[config.mk]
export PLATFORM = sky130hd
export DESIGN_NAME = gamma_spike_encoder
export DESIGN_NICKNAME = d
export VERILOG_FILES = /design/src/rtl/gamma_pkg.sv /design/src/rtl/gamma_spike_encoder_value2pulse.sv /design/src/rtl/gamma_spike_encoder.sv
export SDC_FILE = /design/constraint.sdc
export NUM_CORES = 1
export LEC_CHECK = 0
export CORE_ASPECT_RATIO = 1.5
export CORE_UTILIZATION = 63
export CTS_CLUSTER_SIZE = 40
export DETAILED_ROUTE_END_ITERATION = 7
export HOLD_SLACK_MARGIN = 0.12
export PLACE_DENSITY = 0.9
export SYNTH_ARGS = -nofsm -noshare
export SYNTH_HDL_FRONTEND = slang
export SYNTH_HIERARCHICAL = 1
export SYNTH_SLANG_ARGS = --single-unit
[constraint.sdc]
create_clock -name clk -period 9.3 [get_ports clk]
set_clock_uncertainty 0.05 [all_clocks]
set_input_delay 1.86 -clock clk [delete_from_list [all_inputs] [get_ports clk]]
set_output_delay 1.86 -clock clk [all_outputs]
set_load 0.005 [all_outputs]
[src/rtl/gamma_pkg.sv]
// Shared defaults and state encoding for the gamma-cycle spike encoder.
package gamma_pkg;
   localparam int GAMMA_CYCLE_LENGTH_DEF = 18;
   localparam int PULSE_WIDTH_DEF        = 8;
   localparam int CNT_W                  = $clog2(GAMMA_CYCLE_LENGTH_DEF);

   typedef enum logic {IDLE = 1'b0, RUN = 1'b1} state_t;
endpackage

[src/rtl/gamma_spike_encoder_value2pulse.sv]
// Per-channel temporal encoder: pulse is high for PULSE_WIDTH cycles starting at cycle 1 + value.
module value2pulse #(
   parameter int VRES        = 3,
   parameter int CW          = 5,
   parameter int PULSE_WIDTH = 8
) (
   input  logic [VRES-1:0] value,
   input  logic            en,
   input  logic [CW-1:0]   cycle_counter,
   output logic            pulse
);
   // One extra bit so start + PULSE_WIDTH never wraps.
   logic [CW:0] start, stop, cc;

   assign start = (CW+1)'(value) + (CW+1)'(1);
   assign stop  = start + (CW+1)'(PULSE_WIDTH);
   assign cc    = {1'b0, cycle_counter};
   assign pulse = en && (cc >= start) && (cc < stop);
endmodule

[src/rtl/gamma_spike_encoder.sv]
// Gamma-cycle sequencer with a pending/active vector buffer driving P temporal spike encoders.
module gamma_spike_encoder
   import gamma_pkg::*;
#(
   parameter int P                  = 64,
   parameter int VRES               = 3,
   parameter int PULSE_WIDTH        = PULSE_WIDTH_DEF,
   parameter int GAMMA_CYCLE_LENGTH = GAMMA_CYCLE_LENGTH_DEF
) (
   input  logic                                  clk,
   input  logic                                  rstb,
   input  logic                                  run_en,
   input  logic                                  in_valid,
   output logic                                  in_ready,
   input  logic [P-1:0][VRES-1:0]                in_values,
   input  logic [P-1:0]                          in_spike_en,
   output logic [P-1:0]                          input_spikes,
   output logic [$clog2(GAMMA_CYCLE_LENGTH)-1:0] cycle_counter,
   output logic                                  grst,
   output logic                                  alt_grst,
   output logic                                  wave_valid
);
   localparam int          CW   = $clog2(GAMMA_CYCLE_LENGTH);
   localparam logic [CW-1:0] LAST = CW'(GAMMA_CYCLE_LENGTH - 1);

   if (1 + (2**VRES - 1) + PULSE_WIDTH > GAMMA_CYCLE_LENGTH) begin : g_len_chk
      $error("gamma_spike_encoder: latest pulse does not fit in one gamma cycle");
   end

   state_t                 state;
   logic                   pend_full;
   logic [P-1:0][VRES-1:0] pend_values, act_values;
   logic [P-1:0]           pend_en, act_en;
   logic                   xfer, load, running;

   assign running  = (state == RUN);
   assign in_ready = !pend_full;
   assign xfer     = in_valid && !pend_full;
   // Waves only start on a boundary: from IDLE or at the last cycle of a wave.
   assign load     = run_en && (!running || cycle_counter == LAST);

   always_ff @(posedge clk or negedge rstb) begin
      if (!rstb) begin
         state         <= IDLE;
         cycle_counter <= '0;
         grst          <= 1'b0;
         alt_grst      <= 1'b0;
         wave_valid    <= 1'b0;
         pend_full     <= 1'b0;
         pend_values   <= '0;
         pend_en       <= '0;
         act_values    <= '0;
         act_en        <= '0;
      end else begin
         if (xfer) begin
            pend_values <= in_values;
            pend_en     <= in_spike_en;
         end
         // Load reads pre-edge pending, so a same-cycle transfer waits one wave.
         pend_full <= xfer | (pend_full & !load);
         grst      <= load;
         if (load) begin
            state         <= RUN;
            cycle_counter <= '0;
            alt_grst      <= running ? !alt_grst : 1'b0;
            wave_valid    <= pend_full;
            act_values    <= pend_full ? pend_values : '0;
            act_en        <= pend_full ? pend_en : '0;
         end else if (running) begin
            if (cycle_counter == LAST) begin
               state         <= IDLE;
               cycle_counter <= '0;
               alt_grst      <= 1'b0;
               wave_valid    <= 1'b0;
               act_en        <= '0;
            end else begin
               cycle_counter <= cycle_counter + CW'(1);
            end
         end
      end
   end

   for (genvar i = 0; i < P; i++) begin : g_ch
      value2pulse #(
         .VRES        (VRES),
         .CW          (CW),
         .PULSE_WIDTH (PULSE_WIDTH)
      ) u_v2p (
         .value         (act_values[i]),
         .en            (act_en[i] && running),
         .cycle_counter (cycle_counter),
         .pulse         (input_spikes[i])
      );
   end
endmodule

==> impl_metrics.csv <==
group,metric,value,unit
global_route,grt_max_degree,185,
yosys,syn_area,32500,um2
yosys,synth_area_leaders,"dfrtp_1, ha_1, mux2_1",
yosys,ys_ff_latch,522,
detailed_routing,antenna_left,0,
setup_path,worstPathRequired,7390,ps
floorplan,core_area,50800,um2
clocking,clkSlewWorstSetupHoldPaths,60,ps
global_route,antenna_found_initial,18,
yosys,syn_area_per_cell,11.4,um2
timing,setup_tns,0,ps
final_layout,nets,3855,
timing,fin_crit_sh,0.681,
clocking,htree_num_levels,2,
final_layout,areaGrowthSynthToFinish,17.4,%
floorplan,io_pins,333,
final_layout,regArea,13100,um2
setup_path,end_kind,"primary output",
final_layout,post-route-util,0.752,
pwr,ir_worst_vdd,238,uV
timing,max_freq,158,MHz
detailed_routing,dr.pass1.iters,5,
timing,rsz0062_at_grt,"no",
setup_path,path_common_cell,"buf_4",
setup_path,path_cells,"buf_4 -> buf_4 -> ha_1 -> a211oi_1 -> nand2_1 -> o211a_1 -> clkdlybuf4s50_1",
setup_path,startpoint_type,"flip-flop",
setup_path,crit_type,"flip-flop to primary output",
clocking,cts-hold-fix-buffers,0,
yosys,yosysTopAreaCell,"dfrtp_1",
clocking,cts_buffers,52,
timing,slew_headroom,0.193,
clocking,cts_tree,"done",
min_path,min_path_type,"flip-flop to flip-flop",
floorplan,rows,101,
clocking,insertion_delay,620,ps
timing,timing.final.max_slew_violations,0,
yosys,yosysWarnings,6,
timing,setup_viol,0,
clocking,cts_sinks,522,
setup_path,cp.arrival,4420,ps
placed_design,dp_hpwl,56.7,mm
timing,hold_viol,0,
setup_path,cp_top_family,"buffers and inverters",
detailed_routing,drt-total-wl,88.1,mm
global_route,grt_usage,0.337,
clocking,post_cts_buffers,0,
pwr,p_leak,0.0182,uW
timing,fin_crit,6330,ps
yosys,synth_cells,2853,
floorplan,die_w,188,um
clocking,post_cts_resized,0,
setup_path,reg2reg_setup_slack,4580,ps
timing,worstMarginPinSlew,1210,ps
yosys,syn-num-nets,3563,
status,outcome,"complete, no violations",
final_layout,final_common_cell,"dfrtp_1",
clocking,cts_buffer_depth,3,
floorplan,start_util,0.640,
setup_path,max_stage_delay,760,ps
clocking,cts-root-buf,"clkbuf_16",
placed_design,portBuffers,332,
final_layout,fill_cells,3232,
final_layout,multi_input_area,17800,um2
global_route,grt_pass1_vias,27300,
detailed_routing,post_drt_via_cell_ratio,6.52,
final_layout,drive_above_1_share,0.0637,
floorplan,die_h,280,um
setup_path,path_buf_inv,3,
job,max-cap-violations,0,
detailed_routing,drc_errors,0,
yosys,synth.distinct_cells,39,
placed_design,gp_congestion,0.853,
setup_path,worstPathMaxFanout,51,
detailed_routing,dr.first_iter.drc_count,1616,
global_route,grt_pass1_wl,141,mm
pwr,p_per_area,358,nW/um2
yosys,yosysSeqAreaShare,0.402,
global_route,overflow,0,
detailed_routing,via_count,25200,
floorplan,die-area,52600,um2
final_layout,layout_common_cells,"dfrtp_1, ha_1, clkdlybuf4s50_1, inv_1, mux2_1",
setup_path,cp_slowest_cell,"dfrtp_4",
yosys,synth_top_area_frac,0.402,
detailed_routing,wire_per_inst,22.8,um
per-layer routing:
| layer | track usage | vias to the layer above | wire length [um] |
|---|---|---|---|
| li1 | - | 11100 | - |
| met1 | 0.374 | 12600 | 31800 |
| met2 | 0.593 | 1147 | 44900 |
| met3 | 0.0624 | 361 | 6020 |
| met4 | 0.218 | 8 | 5330 |
| met5 | 0 | - | 51 |
final timing paths:
path	start	to	cells after the start
worst max-delay path	cycle_counter[3]	input_spikes[59]	7
worst min-delay path	wave_valid	wave_valid	1
worst max register to register	cycle_counter[3]	act_values[58]	7
worst min register to register	wave_valid	wave_valid	1
max in group asynchronous	rstb	pend_values[92]	2
min in group asynchronous	rstb	act_values[134]	1
through the flow:
step	setup WS (ps)	total power, uW	cell area (um2)	std cells	hold WS (ps)
after floorplan	3130	9100	32500	2853	408
after CTS	3080	13600	38200	3856	440
after global routing	2930	14700	38200	3870	450
after global placement	3930	10500	36400	3760	417
final	2970	13700	38200	3873	438
after detailed placement	3810	11300	36400	3760	423
power by group:
group | internal [uW] | switching [uW]
Clock | 1220 | 929
Sequential | 3380 | 1060
Combinational | 3390 | 3710
final cells by class:
type	count	area share
antenna	17	0.00111
clock buffer	79	0.0412
clock inverter	17	0.00419
inverter	325	0.0319
multi-input combinational	1891	0.465
sequential	522	0.343
tap	669	0.0219
timing repair buffer	353	0.0923
sequential cells by signal (all words and copies together) (netlist names):
name           flops
wave_valid         1
cycle_counter      5
running            1
alt_grst           1
pend_en           64
pend_full          1
pend_values      192
act_values       192
act_en            64
grst               1
Yosys cell counts, drive strengths merged:
cell type,number
dfrtp,522
ha,450
inv,325
mux2,256
a32o,192
nand3,132
nor2b,129
buf,85
nand2,70
a21oi,65
and2,65
nand2b,65
a211oi,64
a221oi,64
a22o,64
nand4b,64
o211a,64
o211ai,64
xnor2,64
clkbuf,30
nor2,3
o21ai,3
a31oi,2
mux2i,2
a21boi,1
a21o,1
and4bb,1
nand3b,1
nand4,1
nand4bb,1
o31ai,1
or4,1
xor2,1
cells by family after synthesis:
kind of cell,count (synthesis),share of synthesized area
xor+xnor,65,0.0175
flops,522,0.402
mux,258,0.0892
simple gates,533,0.0977
fa+ha+maj,450,0.173
buf+inv,440,0.0540
compound gates,585,0.167
No activity file was read; power rests on OpenSTA's default activity.
